File: config.mk
export PLATFORM = sky130hd
export DESIGN_NAME = fetch_inst_queue
export DESIGN_NICKNAME = d
export VERILOG_FILES = /design/src/rtl/fetch_inst_queue.sv
export SDC_FILE = /design/constraint.sdc
export NUM_CORES = 1
export LEC_CHECK = 0
export CAP_MARGIN = 20
export CORE_UTILIZATION = 30
export CTS_CLUSTER_SIZE = 24
export DETAILED_ROUTE_END_ITERATION = 8
export DONT_BUFFER_PORTS = 1
export HOLD_SLACK_MARGIN = 0.1
export PLACE_DENSITY = 0.51
export SLEW_MARGIN = 40
export SYNTH_ARGS = -nofsm -noshare
export SYNTH_HDL_FRONTEND = slang
export SYNTH_SLANG_ARGS = --single-unit
File: constraint.sdc
create_clock -name clk -period 6.2 [get_ports clk]
set_input_delay 0.93 -clock clk [delete_from_list [all_inputs] [get_ports clk]]
set_output_delay 0.93 -clock clk [all_outputs]
set_load 0.02 [all_outputs]
File: src/rtl/fetch_inst_queue.sv
// Dual-way instruction queue between the way0/way1 fetch units and decode; flush drops wrong-path entries.
// Latency: an entry written in cycle N is visible on deq0/deq1 in cycle N+1 (no bypass).
// Backpressure: enq_ready_o needs two free slots; decode pops in order via deq0_ready_i/deq1_ready_i.
module fetch_inst_queue #(
    parameter int DEPTH  = 8,
    parameter int ADDR_W = 32,
    parameter int INST_W = 32
) (
    input  logic              clk,
    input  logic              reset_n,
    input  logic              flush_i,
    input  logic              way0_valid_i,
    input  logic [INST_W-1:0] way0_inst_i,
    input  logic [ADDR_W-1:0] way0_addr_i,
    input  logic              way1_valid_i,
    input  logic [INST_W-1:0] way1_inst_i,
    input  logic [ADDR_W-1:0] way1_addr_i,
    output logic              enq_ready_o,
    output logic              deq0_valid_o,
    output logic [INST_W-1:0] deq0_inst_o,
    output logic [ADDR_W-1:0] deq0_addr_o,
    output logic              deq1_valid_o,
    output logic [INST_W-1:0] deq1_inst_o,
    output logic [ADDR_W-1:0] deq1_addr_o,
    input  logic              deq0_ready_i,
    input  logic              deq1_ready_i,
    output logic [$clog2(DEPTH):0] count_o
);

    localparam int PTR_W = $clog2(DEPTH);
    localparam int CNT_W = PTR_W + 1;

    logic [INST_W-1:0] inst_mem [DEPTH];
    logic [ADDR_W-1:0] addr_mem [DEPTH];

    logic [PTR_W-1:0] rd_ptr;
    logic [PTR_W-1:0] wr_ptr;
    logic [PTR_W-1:0] rd_ptr_p1;
    logic [PTR_W-1:0] wr_ptr_p1;
    logic [PTR_W-1:0] way1_slot;
    logic [CNT_W-1:0] count;
    logic             push0;
    logic             push1;
    logic             pop0;
    logic             pop1;
    logic [1:0]       push_n;
    logic [1:0]       pop_n;

    // Ready depends only on registered occupancy, so fetch never sees a combinational loop.
    assign enq_ready_o = (count <= CNT_W'(DEPTH - 2));
    assign push0       = way0_valid_i & enq_ready_o & ~flush_i;
    assign push1       = way1_valid_i & enq_ready_o & ~flush_i;
    assign push_n      = {1'b0, push0} + {1'b0, push1};

    assign rd_ptr_p1   = rd_ptr + PTR_W'(1);
    assign wr_ptr_p1   = wr_ptr + PTR_W'(1);
    // A lone way1 instruction takes the head slot so program order stays dense.
    assign way1_slot   = push0 ? wr_ptr_p1 : wr_ptr;

    assign deq0_valid_o = (count >= CNT_W'(1));
    assign deq1_valid_o = (count >= CNT_W'(2));
    assign deq0_inst_o  = deq0_valid_o ? inst_mem[rd_ptr]    : '0;
    assign deq0_addr_o  = deq0_valid_o ? addr_mem[rd_ptr]    : '0;
    assign deq1_inst_o  = deq1_valid_o ? inst_mem[rd_ptr_p1] : '0;
    assign deq1_addr_o  = deq1_valid_o ? addr_mem[rd_ptr_p1] : '0;

    // Decode consumes strictly in order: deq1 only goes when deq0 goes too.
    assign pop0   = deq0_valid_o & deq0_ready_i & ~flush_i;
    assign pop1   = pop0 & deq1_valid_o & deq1_ready_i;
    assign pop_n  = {1'b0, pop0} + {1'b0, pop1};

    assign count_o = count;

    // Entry storage; contents are don't-care until covered by count, so no reset.
    always_ff @(posedge clk) begin
        if (push0) begin
            inst_mem[wr_ptr] <= way0_inst_i;
            addr_mem[wr_ptr] <= way0_addr_i;
        end
        if (push1) begin
            inst_mem[way1_slot] <= way1_inst_i;
            addr_mem[way1_slot] <= way1_addr_i;
        end
    end

    // Pointer and occupancy update; reset dominates flush, flush dominates push/pop.
    always_ff @(posedge clk) begin
        if (!reset_n) begin
            rd_ptr <= '0;
            wr_ptr <= '0;
            count  <= '0;
        end else if (flush_i) begin
            rd_ptr <= '0;
            wr_ptr <= '0;
            count  <= '0;
        end else begin
            rd_ptr <= rd_ptr + PTR_W'(pop_n);
            wr_ptr <= wr_ptr + PTR_W'(push_n);
            count  <= count + CNT_W'(push_n) - CNT_W'(pop_n);
        end
    end

endmodule

==> results of run 1 <==
stage by stage:
| step | hold slack [ns] | cells | setup slack, ns | power [mW] | area (um2) |
|---|---|---|---|---|---|
| 4_1_cts | 0.4637 | 3273 | 1.441 | 9.565 | 34990 |
| 3_3_place_gp | 0.7691 | 3156 | 1.810 | 5.809 | 32830 |
| 5_1_grt | 0.4714 | 3275 | 1.637 | 9.767 | 35050 |
| 3_5_place_dp | 0.8062 | 3161 | 2.139 | 5.842 | 32960 |
| 6_report | 0.5105 | 3275 | 1.834 | 9.438 | 35050 |
| 2_1_floorplan | 0.5779 | 1882 | 0.5349 | 5.350 | 31490 |
final timing paths:
path | from | endpoint | slack [ns] | depth (start not counted)
worst max-delay path | rd_ptr[1] | deq1_addr_o[30] | 1.83 | 5
worst min-delay path | way0_inst_i[5] | inst_mem[5][5] | 0.51 | 1
worst max register to register | count_o[2] | count_o[3] | 2.20 | 15
worst min register to register | wr_ptr[1] | wr_ptr[1] | 0.80 | 3
cells in the final DEF (no fill, tap or decap), types with 12 or more instances in the layout:
cell,count
edfxtp_1,512
mux2_2,364
mux4_2,256
mux2_4,153
nand2_1,134
nor2_1,70
clkbuf_16,70
a21oi_1,64
mux2i_1,64
buf_4,26
inv_1,18
clkbuf_1,15
buf_12,15
ha_1,12
flip-flops by register name, summed over array words and instances, names as in the netlist:
name	flops
addr_mem	256
inst_mem	256
count_o	4
rd_ptr	3
wr_ptr	3
kinds of logic (layout without fill, tap and decap cells):
family | Yosys count | in the layout | synth area share (%)
and+or+nand+nor | 241 | 241 | 3.445
xor gates and xnor gates | 7 | 7 | 0.1947
muxes | 840 | 840 | 40.70
DFF | 522 | 522 | 49.46
buffers and inverters | 166 | 179 | 3.218
AOI/OAI and AO/OA | 89 | 89 | 2.213
adders and majority gates | 17 | 17 | 0.7709
power by group through the flow:
stage / Combinational, mW / Sequential, mW / Clock (mW)
floorplan: 1.22 / 4.13 / 0
global placement: 1.66 / 4.15 / 0
detailed placement: 1.69 / 4.15 / 0
CTS: 1.69 / 4.08 / 3.79
global route: 1.77 / 4.09 / 3.91
finish: 1.66 / 4.08 / 3.71
metal layers:
metal / GRT usage, % / vias to the layer above / share of wire [%]
li1: - / 7584 / -
met2: 33.61 / 497 / 52
met5: 0 / - / 0
met3: 5.170 / 110 / 6.9
met1: 22.15 / 9642 / 39
met4: 3.899 / 0 / 1.5
area by class of cell:
cell class              count  area share, %
multi-input cells        1194          42.91
flip-flops and latches    522          44.46
repair buffers             49          1.717
clock buffers              87          5.236
clock inverters            25         0.5568
well taps                1380          4.926
inverters                  18         0.1927
==> flow_summary.rst, run 1 <==
.. list-table::
   :header-rows: 1

   * - Metric
     - Value
   * - Outcome
     - complete, no violations
   * - DR DRC count
     - 0
   * - Static leakage
     - 11.34 nW
   * - Die W
     - 326.0 um
   * - Area leader, netlist
     - edfxtp_1
   * - Routability Congestion
     - 0.7288
   * - Actual slew at the worst max-slew pin
     - 0.8430 ns
   * - Average wire per cell in the routed design
     - 30.61 um
   * - Largest net degree at the start of global routing
     - 109
   * - Pwr/cell area
     - 269.2 mW/mm2
   * - Number of failing setup endpoints in the final timing report
     - 0
   * - Post-detailed-route via-to-cell ratio
     - 5.445
   * - Total internal power
     - 6.748 mW
   * - Placeable Area
     - 0.1038 mm2
   * - Setup clock skew after layout
     - 0.02313 ns
   * - Footprint of the multi-input gates
     - 0.01504 mm2
   * - Cell at the root of the clock tree
     - clkbuf_16
   * - Cell types with the largest area share after synthesis
     - edfxtp_1 49%, mux4_2 18%, mux2_2 13%, mux2_4 7.1%, mux2i_1 2.1%
   * - Sequential cell area in the final layout
     - 0.01559 mm2
   * - Die Area
     - 0.1063 mm2
   * - Filler cells
     - 9,825
   * - Number of gates resized after cts
     - 0
   * - Chip Height
     - 326.0 um
   * - Area growth from synthesis to layout
     - 11.32%
   * - Fin Setup TNS
     - 0 ns
   * - Number of H-tree levels
     - 3
   * - Number of sinks driven by the clock tree
     - 522
   * - Top cells by instance count after synthesis
     - 512 x edfxtp_1, 370 x mux2_2, 256 x mux4_2
   * - Highest ir drop seen on vdd
     - 0.1643 mV
   * - Number of buffers inserted by port buffering
     - 0
   * - Share of synthesized registers carrying an async set or reset
     - 0%
   * - Number of iterations in the first detailed-routing pass
     - 6
   * - CTS tree
     - done
   * - Antenna violations before repair
     - 0
   * - Crit path buffers/inverters
     - 1
   * - Tightest slew margin relative to the limit
     - 43.97%
   * - First-pass GRT wire length
     - 142,900 um
   * - Max Transition Viols Final
     - 0
   * - Clock latency reported for the late side of the worst-skew pair
     - 0.63 ns
   * - Residual overflow from global routing
     - 0
   * - Proportion of synthesized chip area in sequential cells
     - 49.46%
   * - Synthesized netlist net count
     - 2,034
   * - Top-Level Pins
     - 270
   * - Type of the setup path with the least slack
     - reg -> out
   * - Req. time, crit path
     - 5.27 ns
   * - Post-Syn Area
     - 0.03149 mm2
   * - Row count
     - 118
   * - Power dissipated by switching net loads
     - 2.690 mW
   * - Switching part of the total power
     - 28.50%
   * - Post-synth top area share
     - 48.83%
   * - Period minus WS final
     - 4.366 ns
   * - Crit path launch type
     - register
   * - Post-synth EDFFs
     - 512
   * - Category of cells accounting for the largest share of critical-path delay
     - flip-flops
   * - Maximum number of buffers from clock root to sink
     - 3
   * - Number of buffers inserted during clock tree synthesis
     - 67
   * - Hold crit path type
     - in -> reg
   * - Most used flip-flop cell after synthesis
     - edfxtp_1
   * - Via count of the first global-routing pass
     - 19,410
   * - Nets
     - 2,004
   * - Tcrit/Tclk final
     - 70.42%
   * - Combinational share of power
     - 17.5%
   * - Fmax
     - 229.0 MHz
   * - Number of post-CTS setup repair buffers
     - 0
   * - Remaining antenna violation count
     - 0
   * - DRT iter0 DRCs
     - 1,412
   * - Reg clk slew, reported paths
     - 0.06 ns
   * - Number of antenna diodes
     - 0
   * - Yosys cell types
     - 46
   * - Initial cell density of the core
     - 30.34%
   * - Wirelength, routed
     - 100,300 um
   * - Clock power share
     - 39.3%
   * - Half-perimeter wire length of the detailed placement result
     - 57,020 um
   * - Sequential Power Share
     - 43.2%
   * - Critical Path Fanout Max
     - 23
   * - Critical path arrival
     - 3.44 ns
   * - Cells along the critical path
     - ha_4, xor2_4, buf_4, nand2_1, a21oi_1
   * - CP max stage cell
     - dfxtp_4
   * - Number of hold buffers added after cts
     - 0
   * - Register bit total from synthesis
     - 522
   * - Most instantiated library cell after synthesis
     - edfxtp_1
   * - Slowest cell delay on critical path
     - 0.70 ns
   * - Total global-route track usage
     - 18.72%
   * - Number of max-cap violations
     - 0
   * - Vias
     - 17,830
   * - Number of cells produced by synthesis
     - 1,882
   * - Endpoint class of the critical path
     - primary output
   * - Fin util
     - 33.77%
   * - Share of cells above drive strength 1
     - 49.97%
   * - Unrepaired setup endpoints after global routing
     - false
   * - Avg Synthesized Cell Area
     - 16.73 um2
   * - Final hold viol count
     - 0
   * - Number of warnings reported in the yosys synthesis log
     - 0
No activity file was read; power rests on OpenSTA's default activity.
==> run 2, diff against run 1 <==
PLACE_DENSITY = 0.52   (was 0.51)
clock period = 3.7 ns   (was 6.2 ns; I/O delays follow)
==> flow_summary.rst, run 2 (synthesis results as in run 1) <==
.. list-table::
   :header-rows: 1

   * - Metric
     - Value
   * - Antenna violations before repair
     - 1 (was 0)
   * - Fin Setup TNS
     - 0 ns (unchanged)
   * - Half-perimeter wire length of the detailed placement result
     - 59,130 um (was 57,020 um)
   * - Endpoint class of the critical path
     - primary output (unchanged)
   * - Final Instance Count excl. Fillers
     - 3,354 (was 3,275)
   * - DRT iter0 DRCs
     - 1,388 (was 1,412)
   * - Initial cell density of the core
     - 30.34% (unchanged)
   * - Largest net degree at the start of global routing
     - 79 (was 109)
   * - Critical path depth in cells
     - 3 (was 5)
   * - First-pass GRT wire length
     - 141,700 um (was 142,900 um)
   * - Critical Path Fanout Max
     - 24 (was 23)
   * - Number of sinks driven by the clock tree
     - 522 (unchanged)
   * - Static leakage
     - 11.83 nW (was 11.34 nW)
   * - Maximum number of buffers from clock root to sink
     - 3 (unchanged)
   * - Share of cells above drive strength 1
     - 51.67% (was 49.97%)
   * - Layout Cell Area excl Fill
     - 0.03591 mm2 (was 0.03505 mm2)
   * - Number of antenna diodes
     - 0 (unchanged)
   * - Die Area
     - 0.1063 mm2 (unchanged)
   * - Req. time, crit path
     - 3.14 ns (was 5.27 ns)
   * - Routability Congestion
     - 0.7540 (was 0.7288)
   * - Nets
     - 2,075 (was 2,004)
   * - Top-Level Pins
     - 270 (unchanged)
   * - Highest ir drop seen on vdd
     - 0.3194 mV (was 0.1643 mV)
   * - Number of max-cap violations
     - 0 (unchanged)
   * - Via count of the first global-routing pass
     - 19,700 (was 19,410)
   * - Number of buffers inserted by port buffering
     - 0 (unchanged)
   * - Average wire per cell in the routed design
     - 29.68 um (was 30.61 um)
   * - Setup clock skew after layout
     - 0.01201 ns (was 0.02313 ns)
   * - Most frequent standard cell in the layout excluding fill and tap cells
     - edfxtp_1 (unchanged)
   * - Outcome
     - complete, no violations (unchanged)
   * - Total global-route track usage
     - 18.51% (was 18.72%)
   * - Die W
     - 326.0 um (unchanged)
   * - Area growth from synthesis to layout
     - 14.03% (was 11.32%)
   * - Cells along the critical path
     - buf_4, mux2i_1, nor2_1 (was ha_4, xor2_4, buf_4, nand2_1, a21oi_1)
   * - Crit path launch type
     - register (unchanged)
   * - Number of gates resized after cts
     - 0 (unchanged)
   * - DR DRC count
     - 0 (unchanged)
   * - Pwr/cell area
     - 451.5 mW/mm2 (was 269.2 mW/mm2)
   * - Actual slew at the worst max-slew pin
     - 0.8216 ns (was 0.8430 ns)
   * - Reg clk slew, reported paths
     - 0.06 ns (about the same)
   * - Row count
     - 118 (unchanged)
   * - Critical path arrival
     - 2.82 ns (was 3.44 ns)
   * - Final hold viol count
     - 0 (unchanged)
   * - Number of hold buffers added after cts
     - 0 (unchanged)
   * - Number of iterations in the first detailed-routing pass
     - 5 (was 6)
   * - Cell at the root of the clock tree
     - clkbuf_16 (unchanged)
   * - CP max stage cell
     - dfxtp_4 (unchanged)
   * - Number of failing setup endpoints in the final timing report
     - 0 (unchanged)
   * - Post-placement cell count
     - 3,234 (was 3,161)
   * - Slack of the worst reg-to-reg path
     - 0.42 ns (was 2.20 ns)
   * - Unrepaired setup endpoints after global routing
     - false (unchanged)
   * - Tcrit/Tclk final
     - 91.10%
   * - Leading cell types in the layout, fill and taps excluded
     - 512 x edfxtp_1, 364 x mux2_2, 256 x mux4_2 (unchanged)
   * - Vias
     - 18,150 (was 17,830)
   * - Crit path buffers/inverters
     - 1 (unchanged)
   * - Placeable Area
     - 0.1038 mm2 (unchanged)
   * - Hold Path Depth
     - 1 (unchanged)
   * - Remaining antenna violation count
     - 0 (unchanged)
   * - Category of cells accounting for the largest share of critical-path delay
     - flip-flops (unchanged)
   * - Slowest cell delay on critical path
     - 0.72 ns (was 0.70 ns)
   * - Instance area after placement
     - 0.03379 mm2 (was 0.03296 mm2)
   * - Clock latency reported for the late side of the worst-skew pair
     - 0.61 ns (was 0.63 ns)
   * - Number of post-CTS setup repair buffers
     - 0 (unchanged)
   * - CTS tree
     - done (unchanged)
   * - Post-detailed-route via-to-cell ratio
     - 5.411 (was 5.445)
   * - Type of the setup path with the least slack
     - reg -> out (unchanged)
   * - Wirelength, routed
     - 99,550 um (was 100,300 um)
   * - Period minus WS final
     - 3.371 ns
   * - Max Transition Viols Final
     - 0 (unchanged)
   * - Fmax
     - 296.7 MHz
   * - Tightest slew margin relative to the limit
     - 45.23% (was 43.97%)
   * - Number of buffers inserted during clock tree synthesis
     - 67 (unchanged)
   * - Hold crit path type
     - in -> reg (unchanged)
   * - Residual overflow from global routing
     - 0 (unchanged)
   * - Logic depth of the worst register-to-register path
     - 7 (was 15)
   * - Number of H-tree levels
     - 3 (unchanged)
   * - Chip Height
     - 326.0 um (unchanged)
==> run 2: changes by cell type in the layout (fill, tap and decap cells not counted), moves of 4 or more <==
cell      change
buf_12       +25
clkinv_2      +4
clkbuf_1      +5
buf_6         -6
buf_4        +53
==> run 2: final cells by class <==
| class | instances | area [um2] |
|---|---|---|
| Timing Repair Buffer | 120 | 1405 |
| Sequential cell | 522 | 15590 |
| Clock inverter | 29 | 251.5 |
| Tap cell | 1380 | 1727 |
| Clock buffer | 91 | 1852 |
| Fill cell | 9852 | 67880 |
| Inverter | 18 | 67.56 |
| Multi-Input combinational cell | 1194 | 15020 |
==> run 2: metal layers <==
metal	vias up	GRT usage, %	wire length, um
li1	7737	-	-
met1	9789	22.32	39840
met2	487	32.14	50340
met3	137	4.823	6618
met4	0	5.695	2752
met5	-	0	0
==> run 2: through the flow <==
| step | utilization (%) | worst slack [ns] | hold WS [ns] | total power [mW] |
|---|---|---|---|---|
| floorplan | - | -0.5692 | 0.5779 | 8.962 |
| global placement | 32.54 | 0.4528 | 0.7334 | 9.937 |
| detailed placement | 32.56 | 0.4645 | 0.7148 | 9.978 |
| CTS | 34.58 | 0.2036 | 0.1054 | 16.43 |
| global route | 34.60 | 0.1667 | 0.1199 | 16.77 |
| finish | 34.60 | 0.3292 | 0.1523 | 16.21 |
==> run 2: path summary, 6_finish.rpt <==
path | startpoint | to
worst min register to register | count_o[3] | count_o[3]
worst max-delay path | rd_ptr[2] | deq0_inst_o[31]
worst min-delay path | way0_inst_i[9] | inst_mem[3][9]
worst max register to register | count_o[2] | addr_mem[6][12]
==> run 2: power breakdown <==
group	leakage, nW	total (mW)	internal, mW	switching (mW)
clock	1.03	6.40	3.79	2.61
combinational	6.07	3.00	1.16	1.84
sequential	4.73	6.82	6.73	0.0886
total	11.8	16.2	11.7	4.53
